==> config.mk <==
export PLATFORM = sky130hd
export DESIGN_NAME = uart_rx_ctrl_flat
export DESIGN_NICKNAME = d
export VERILOG_FILES = /design/src/rtl/uart_rx_ctrl_if.sv /design/src/rtl/uart_rx_ctrl.sv /design/src/flat_wrapper.sv
export SDC_FILE = /design/constraint.sdc
export NUM_CORES = 1
export LEC_CHECK = 0
export CAP_MARGIN = 20
export CORE_UTILIZATION = 45
export CTS_CLUSTER_SIZE = 40
export DETAILED_ROUTE_END_ITERATION = 16
export GPL_TIMING_DRIVEN = 1
export MAX_ROUTING_LAYER = met4
export PLACE_DENSITY = 0.82
export SLEW_MARGIN = 0
export SYNTH_ARGS = -nofsm -noshare
export SYNTH_HDL_FRONTEND = slang
export SYNTH_SLANG_ARGS = --single-unit
==> constraint.sdc <==
create_clock -name CLK -period 5.4 [get_ports CLK]
set_input_delay 0.81 -clock CLK [delete_from_list [all_inputs] [get_ports CLK]]
set_output_delay 0.81 -clock CLK [all_outputs]
set_load 0.02 [all_outputs]
==> src/rtl/uart_rx_ctrl_if.sv <==
// Bundles the UART RX controller's line, sampler and result signals.
// No latency of its own; it is wiring only.
// No backpressure: received bytes and error pulses are single-cycle strobes.
interface uart_rx_ctrl_if #(
    parameter int PRESCALE   = 32,
    parameter int DATA_WIDTH = 8
);
    localparam int PW = $clog2(PRESCALE) + 1;

    logic                  RX_IN;
    logic                  PAR_EN;
    logic                  PAR_TYP;
    logic [PW-1:0]         prescale;
    logic                  sampled_bit;
    logic                  data_samp_en;
    logic [PW-1:0]         edge_cnt;
    logic [DATA_WIDTH-1:0] P_DATA;
    logic                  data_valid;
    logic                  par_err;
    logic                  stp_err;
    logic                  strt_glitch;

    // Line/sampler side: drives the serial line and voted bit, observes results.
    modport master (
        output RX_IN, PAR_EN, PAR_TYP, prescale, sampled_bit,
        input  data_samp_en, edge_cnt, P_DATA, data_valid, par_err, stp_err, strt_glitch
    );

    // Controller side.
    modport slave (
        input  RX_IN, PAR_EN, PAR_TYP, prescale, sampled_bit,
        output data_samp_en, edge_cnt, P_DATA, data_valid, par_err, stp_err, strt_glitch
    );
endinterface

==> src/rtl/uart_rx_ctrl.sv <==
// UART receive controller: start detect, edge/bit counting, deserialise, parity and stop check.
// Result strobe or error pulse lands (2+DATA_WIDTH+PAR_EN)*prescale cycles after the first START cycle.
// No backpressure: data_valid/par_err/stp_err/strt_glitch are one-cycle pulses that must be taken when seen.
module uart_rx_ctrl #(
    parameter int PRESCALE   = 32,
    parameter int DATA_WIDTH = 8
) (
    input  logic          CLK,
    input  logic          RST,
    uart_rx_ctrl_if.slave bus
);
    localparam int PW = $clog2(PRESCALE) + 1;
    localparam int BW = $clog2(DATA_WIDTH) + 1;

    typedef enum logic [2:0] {
        IDLE   = 3'd0,
        START  = 3'd1,
        DATA   = 3'd2,
        PARITY = 3'd3,
        STOP   = 3'd4
    } state_t;

    state_t                r_state;
    logic [PW-1:0]         r_edge_cnt;
    logic [BW-1:0]         r_bit_cnt;
    logic [DATA_WIDTH-1:0] r_shift;
    logic [DATA_WIDTH-1:0] r_p_data;
    logic                  r_par_en;
    logic                  r_par_typ;
    logic                  r_par_flag;
    logic                  r_data_valid;
    logic                  r_par_err;
    logic                  r_stp_err;
    logic                  r_strt_glitch;

    logic                  w_bit_end;
    logic                  w_exp_par;

    // Last oversampling edge of the current bit; all bit decisions happen here.
    assign w_bit_end = (r_edge_cnt == (bus.prescale - PW'(1)));
    // Parity the frame should carry, using the per-frame latched parity type.
    assign w_exp_par = (^r_shift) ^ r_par_typ;

    // Controller FSM with counters, shift register and registered result pulses.
    always_ff @(posedge CLK) begin
        if (!RST) begin
            r_state       <= IDLE;
            r_edge_cnt    <= '0;
            r_bit_cnt     <= '0;
            r_shift       <= '0;
            r_p_data      <= '0;
            r_par_en      <= 1'b0;
            r_par_typ     <= 1'b0;
            r_par_flag    <= 1'b0;
            r_data_valid  <= 1'b0;
            r_par_err     <= 1'b0;
            r_stp_err     <= 1'b0;
            r_strt_glitch <= 1'b0;
        end else begin
            // Pulses default low so each lasts exactly one cycle.
            r_data_valid  <= 1'b0;
            r_par_err     <= 1'b0;
            r_stp_err     <= 1'b0;
            r_strt_glitch <= 1'b0;

            // Edge counter parks at 0 in IDLE so START begins at edge 0.
            if (r_state == IDLE || w_bit_end) begin
                r_edge_cnt <= '0;
            end else begin
                r_edge_cnt <= r_edge_cnt + PW'(1);
            end

            case (r_state)
                IDLE: begin
                    if (!bus.RX_IN) begin
                        r_state    <= START;
                        r_par_en   <= bus.PAR_EN;
                        r_par_typ  <= bus.PAR_TYP;
                        r_par_flag <= 1'b0;
                    end
                end
                START: begin
                    if (w_bit_end) begin
                        if (!bus.sampled_bit) begin
                            r_state   <= DATA;
                            r_bit_cnt <= '0;
                        end else begin
                            // Line went low but the vote says high: noise, not a frame.
                            r_state       <= IDLE;
                            r_strt_glitch <= 1'b1;
                        end
                    end
                end
                DATA: begin
                    if (w_bit_end) begin
                        // Shift right so the first bit received ends up in bit 0.
                        r_shift   <= {bus.sampled_bit, r_shift[DATA_WIDTH-1:1]};
                        r_bit_cnt <= r_bit_cnt + BW'(1);
                        if (r_bit_cnt == BW'(DATA_WIDTH - 1)) begin
                            r_state <= r_par_en ? PARITY : STOP;
                        end
                    end
                end
                PARITY: begin
                    if (w_bit_end) begin
                        if (bus.sampled_bit != w_exp_par) begin
                            r_par_flag <= 1'b1;
                        end
                        r_state <= STOP;
                    end
                end
                STOP: begin
                    if (w_bit_end) begin
                        r_state <= IDLE;
                        if (r_par_flag || !bus.sampled_bit) begin
                            r_par_err <= r_par_flag;
                            r_stp_err <= !bus.sampled_bit;
                        end else begin
                            r_data_valid <= 1'b1;
                            r_p_data     <= r_shift;
                        end
                    end
                end
                default: begin
                    r_state <= IDLE;
                end
            endcase
        end
    end

    // Sampler runs whenever a frame is in progress.
    assign bus.data_samp_en = (r_state != IDLE);
    assign bus.edge_cnt     = r_edge_cnt;
    assign bus.P_DATA       = r_p_data;
    assign bus.data_valid   = r_data_valid;
    assign bus.par_err      = r_par_err;
    assign bus.stp_err      = r_stp_err;
    assign bus.strt_glitch  = r_strt_glitch;
endmodule

==> src/flat_wrapper.sv <==
// flat-port wrapper written by rule: the top's interface ports become plain ports
module uart_rx_ctrl_flat 
#(
    parameter int PRESCALE   = 32,
    parameter int DATA_WIDTH = 8
)
  (CLK, RST, bus_RX_IN, bus_PAR_EN, bus_PAR_TYP, bus_prescale, bus_sampled_bit, bus_data_samp_en, bus_edge_cnt, bus_P_DATA, bus_data_valid, bus_par_err, bus_stp_err, bus_strt_glitch);
  uart_rx_ctrl_if #(.PRESCALE(PRESCALE), .DATA_WIDTH(DATA_WIDTH)) bus_i ();
  input  logic CLK;
  input  logic RST;
  input wire logic [$bits(bus_i.RX_IN)-1:0] bus_RX_IN;
  input wire logic [$bits(bus_i.PAR_EN)-1:0] bus_PAR_EN;
  input wire logic [$bits(bus_i.PAR_TYP)-1:0] bus_PAR_TYP;
  input wire logic [$bits(bus_i.prescale)-1:0] bus_prescale;
  input wire logic [$bits(bus_i.sampled_bit)-1:0] bus_sampled_bit;
  output wire logic [$bits(bus_i.data_samp_en)-1:0] bus_data_samp_en;
  output wire logic [$bits(bus_i.edge_cnt)-1:0] bus_edge_cnt;
  output wire logic [$bits(bus_i.P_DATA)-1:0] bus_P_DATA;
  output wire logic [$bits(bus_i.data_valid)-1:0] bus_data_valid;
  output wire logic [$bits(bus_i.par_err)-1:0] bus_par_err;
  output wire logic [$bits(bus_i.stp_err)-1:0] bus_stp_err;
  output wire logic [$bits(bus_i.strt_glitch)-1:0] bus_strt_glitch;
  assign bus_i.RX_IN = bus_RX_IN;
  assign bus_i.PAR_EN = bus_PAR_EN;
  assign bus_i.PAR_TYP = bus_PAR_TYP;
  assign bus_i.prescale = bus_prescale;
  assign bus_i.sampled_bit = bus_sampled_bit;
  assign bus_data_samp_en = bus_i.data_samp_en;
  assign bus_edge_cnt = bus_i.edge_cnt;
  assign bus_P_DATA = bus_i.P_DATA;
  assign bus_data_valid = bus_i.data_valid;
  assign bus_par_err = bus_i.par_err;
  assign bus_stp_err = bus_i.stp_err;
  assign bus_strt_glitch = bus_i.strt_glitch;
  uart_rx_ctrl #(.PRESCALE(PRESCALE), .DATA_WIDTH(DATA_WIDTH)) u_core (.CLK(CLK), .RST(RST), .bus(bus_i));
endmodule
* Yosys cells after proc, flatten, opt, wreduce, memory -nomap -nowiden
Index checks and enable logic that the tools add are counted.
** Word-level totals
- Output and inout port bits :: 19
- Input port bits :: 12
- Register bits after elaboration :: 36
- Word-level logic and storage cells :: 71
** Operators by class
- Mux-type cells :: 19
- Reductions and logical operators :: 18
- Equal/unequal tests :: 15
- $add $sub $neg :: 3
- Bitwise gates (word level) :: 4
** Operators by type and width (count)
- $mux 3 :: 7
- $pmux 3 s5 :: 1
- $mux 4 :: 3
- $ne 2x1->1 const B :: 6
- $reduce_and 4->1 :: 3
- $reduce_and 3->1 :: 3
- $pmux 4 s2 :: 1
- $reduce_xor 8->1 :: 1
- $add 6x1->6 const B :: 1
- $eq 3x2->1 const B :: 2
- $eq 6x6->1 :: 1
- $reduce_and 6->1 :: 1
- $sub 6x1->6 const B :: 1
- $mux 1 :: 5
- $add 4x1->4 const B :: 1
- $eq 4x3->1 const B :: 1
- $ne 2x2->1 const B :: 2
- $reduce_and 2->1 :: 2
- $reduce_bool 2->1 :: 2
- $eq 3x1->1 const B :: 1
- $eq 3x3->1 const B :: 1
- $logic_not 3->1 :: 1
- $not 1->1 :: 3
- $reduce_bool 3->1 :: 1
- other kinds (7) :: 8

* Depth between registers and ports, before layout
- Depth in word-level cells :: 6
- Gate-level depth with buffers :: 8
- Mapped depth without buffers :: 7

* Worst setup path before layout
Ideal clock, no wire load.
- Path type :: input -> register
- From :: in bus_prescale[1]
- To :: reg u_core.r_bit_cnt[3]
- Data required time :: 5.325 ns
- Path buffers :: 1
- Data arrival time :: 2.876 ns
- Library setup time :: 0.075 ns
- Stages on the path :: 7
- Path slack :: 2.450 ns
- Cells stage by stage :: or4_4 or3_4 a2111oi_4 nand3_2 buf_6 or3_1 a31oi_1
** On the way
- Cells in the longest elaborated chain, start to end :: 4
- Elaborated cells between the ends (all ways) :: 5
- Those cells by class :: add/sub: 1; eq/ne: 3; reduce/logical: 1
** RTL lines
- start, declared :: line flat_wrapper.sv:14 : input wire logic [$bits(bus_i.prescale)-1:0] bus_prescale;
- $sub 6x1->6 (*) :: line uart_rx_ctrl.sv:40 : assign w_bit_end = (r_edge_cnt == (bus.prescale - PW'(1)));
- $eq 6x6->1 (*) :: line uart_rx_ctrl.sv:40
- $ne 2x1->1 (no line)
- $reduce_and 4->1 (no line) (*)
- end signal, assigned :: line uart_rx_ctrl.sv:98 : r_bit_cnt <= r_bit_cnt + BW'(1);
- end, declared :: line uart_rx_ctrl.sv:25 : logic [BW-1:0] r_bit_cnt;
Every way passes the cells marked *; elsewhere a longest branch is shown, timed or not.
A chain may end at the register's enable or synchronous reset.

* Final worst setup path
- From :: in bus_prescale[0]
- To :: reg u_core.r_p_data[1] (netlist: u_core.bus.P_DATA[1])
** On the way
- Cells in the longest elaborated chain, start to end :: 3
** RTL lines
- $sub 6x1->6 :: line uart_rx_ctrl.sv:40
- $eq 6x6->1 :: line uart_rx_ctrl.sv:40
- $reduce_and 3->1 (no line)
- end signal, assigned :: line uart_rx_ctrl.sv:120 : r_p_data <= r_shift;
- end, declared :: line uart_rx_ctrl.sv:27 : logic [DATA_WIDTH-1:0] r_p_data;
Every way passes these cells.

==> flow_summary.json <==
{
  "clockRootBuffer": "clkbuf_8",
  "clkSlewWorstSetupHoldPaths_ns": 0.07,
  "grt_pass1_wl_um": 5980,
  "drt-pass1-iter-count": 4,
  "r2r-start": "u_core.bus.edge_cnt[2]",
  "synth_compound_area_frac": 0.0991,
  "port_buffers": 30,
  "dpl.cell_count": 263,
  "min_period_over_period": 0.655,
  "gp_congestion": 0.828,
  "dp_hpwl_um": 2400,
  "worst_setup_path_end_kind": "flip-flop",
  "seq_area_frac_synth": 0.408,
  "cts_buffers": 5,
  "crit_chain": "clkdlybuf4s50_1 > or4_4 > or3_4 > a2111oi_4 > nand4_1 > mux2i_1 > nor2_1",
  "leakagePower_nw": 0.864,
  "ys_warn_count": 0,
  "drt_iter0_drc": 47,
  "synth_nets": 209,
  "post_synth.cell_area_avg_um2": 9.11,
  "fmax_mhz": 283,
  "via_count": 1407,
  "clk_latency_ns": 0.29,
  "place_ws_ns": 1.56,
  "met3_usage": 0.0651,
  "synth_top_flop_cell": "dfxtp_1",
  "syn2layout_area_growth_pct": 22.9,
  "post-cts-setup-buffer-count": 0,
  "cts.path.max_buffers": 2,
  "final_max_slew_viol_count": 0,
  "numClockSinks": 36,
  "track_usage": 0.192,
  "grt_pass1_vias": 1352,
  "wl_per_cell_um": 12.4,
  "ant_nets": 0,
  "synthMuxAreaShare": 0.0906,
  "synth_top_area_share": 0.408,
  "yosysUniqueCellTypes": 39,
  "slew-limit-headroom": 0.500,
  "post_cts_resized": 0,
  "drive_gt1_frac": 0.0583,
  "ys_ff_latch": 36,
  "finalNonFillerCells": 271,
  "gr-total-overflow": 0,
  "async_reset_ff_frac": 0,
  "fin_hold_ws_ns": 0.495,
  "fin_ws_ns": 1.86,
  "met2_usage": 0.301,
  "cap_violations": 0,
  "design.core.area_um2": 3720,
  "cp_max_fo": 9,
  "critPathRequiredTime_ns": 5.56,
  "routed_via_density": 5.19,
  "grt-busiest-layer": "met2",
  "holdPathEnd": "u_core.r_bit_cnt[1]",
  "ys_top_cells_by_area": "dfxtp_1, mux2i_1, xnor2_1",
  "crit_type": "in2reg",
  "antenna_found_initial": 0,
  "drc": 0,
  "chipHeight_um": 64.7,
  "synth_top_family_by_area": "simple AND/OR/NAND/NOR gates",
  "diodes": 0,
  "cpPeakStageDelay_ns": 0.62,
  "setup_viol": 0,
  "rr_endpoint": "u_core.bus.P_DATA[1]",
  "synth_simple_gate_area_frac": 0.243,
  "wl_um": 3370,
  "start_util": 0.476,
  "hold_class": "reg2reg",
  "cp_top_family": "simple AND/OR/NAND/NOR gates",
  "die-width_um": 64.7,
  "yosysTopAreaCell": "dfxtp_1",
  "synthAdderAreaFrac": 0.0212,
  "n_fill_cell": 325,
  "boundaryPins": 31,
  "skew_ns": 0.00434,
  "cts_hold_buf": 0,
  "die_area_um2": 4180,
  "status": "finished clean",
  "synth-xor-area-share": 0.0941,
  "rows": 22,
  "h-tree-depth": 2,
  "hold_viol": 0,
  "hold_start": "u_core.r_bit_cnt[1]",
  "cts_tree": "built",
  "rsz0062_at_grt": "no",
  "synth.top_cells.by_count": "dfxtp_1, nor2_1, xnor2_1",
  "slowest_stage": "nand4_1",
  "p_per_area_nw_per_um2": 275,
  "hold_path_depth": 2,
  "setup_tns_ns": 0,
  "fin_crit_ns": 3.54,
  "nets": 237,
  "netlist_area_um2": 1770,
  "yosysMostFrequentCell": "dfxtp_1",
  "grt_util_met1": 0.224,
  "rrSetupSlack_ns": 2.85,
  "critPathBufInv": 1,
  "crit_arrival_ns": 3.70,
  "synthCells": 194,
  "tightest_slew_ns": 0.744,
  "grt_max_degree": 27,
  "start_kind": "primary input",
  "synth_edf_count": 0,
  "reg2regPathDepth": 6,
  "ir_worst_vdd_mv": 0.209
}
## metal layers
metal,vias to the layer above,share of wire
li1,737,-
met1,623,0.47
met2,39,0.46
met3,8,0.058
met4,0,0.018
met5,-,0
## worst register-to-register path: stages, from the launching register on
cell	delay [ns]
dfxtp_1	0.39
nor2b_1	0.16
or3_1	0.34
a31oi_1	0.49
nand4_1	0.65
mux2i_1	0.34
nor2_1	0.06
## through the flow
stage	util	area [µm²]	total power [mW]
final	0.585	2170	0.598
after global routing	0.585	2170	0.624
after CTS	0.585	2170	0.603
after detailed placement	0.556	2060	0.375
after global placement	0.556	2060	0.374
after floorplan	-	1770	0.346
## sequential cells by signal, indices dropped and copies added, names as in the netlist, 3 cells and up
| signal | flops |
|---|---|
| u_core.bus.edge_cnt | 6 |
| u_core.bus.P_DATA | 8 |
| u_core.r_state | 3 |
| u_core.r_bit_cnt | 4 |
| u_core.r_shift | 8 |
## cell type report
cell class	instances	area, µm²	share of cell area
multi-input combinational	145	968	0.446
sequential	36	721	0.332
timing repair buffer	30	300	0.138
clock buffer	6	72.6	0.0334
tap	48	60.1	0.0276
clock inverter	2	35.0	0.0161
inverter	4	15.0	0.00691
## logic make-up after synthesis
family	count (synthesis)
XOR/XNOR	19
AO/OA/AOI/OAI	26
multiplexers	16
buffers and inverters	13
adder cells (fa/ha/maj)	3
AND/OR/NAND/NOR	81
flip-flops	36
## power by group
| group | switching, mW | leakage, nW | internal [mW] |
|---|---|---|---|
| Clock | 0.0921 | 0.0552 | 0.137 |
| Combinational | 0.0461 | 0.518 | 0.0377 |
| Sequential | 0.0129 | 0.291 | 0.272 |
## worst max path at each step
| stage | startpoint | to | slack (ns) | cells after the start |
|---|---|---|---|---|
| floorplan | bus_prescale[1] | u_core.r_bit_cnt[3] | 2.45 | 7 |
| global placement | bus_prescale[0] | u_core.bus.P_DATA[2] | 1.65 | 7 |
| detailed placement | bus_prescale[0] | u_core.bus.P_DATA[1] | 1.56 | 7 |
| CTS | bus_prescale[0] | u_core.bus.P_DATA[1] | 1.87 | 7 |
| global route | bus_prescale[0] | u_core.bus.P_DATA[1] | 1.62 | 7 |
| finish | bus_prescale[0] | u_core.bus.P_DATA[1] | 1.86 | 7 |
## cell usage in the layout (no fill, tap or decap), types with 2 or more instances in the layout
master / Yosys / layout
dfxtp_1: 36 / 36
clkdlybuf4s50_1: 0 / 30
nor2_1: 27 / 27
xnor2_1: 17 / 17
mux2i_1: 16 / 16
nor3_1: 12 / 12
a21oi_1: 10 / 10
nand2_1: 9 / 9
o21ai_0: 6 / 6
nand3_1: 6 / 6
clkbuf_8: 0 / 5
nor2b_1: 4 / 4
inv_1: 3 / 3
or3_1: 3 / 3
a31oi_1: 3 / 3
nand4b_1: 3 / 3
nand2b_1: 3 / 3
ha_1: 3 / 3
nor4b_1: 2 / 2
xor2_1: 2 / 2
nor3b_1: 2 / 2
Note: power is estimated with default switching activity, not from simulation.
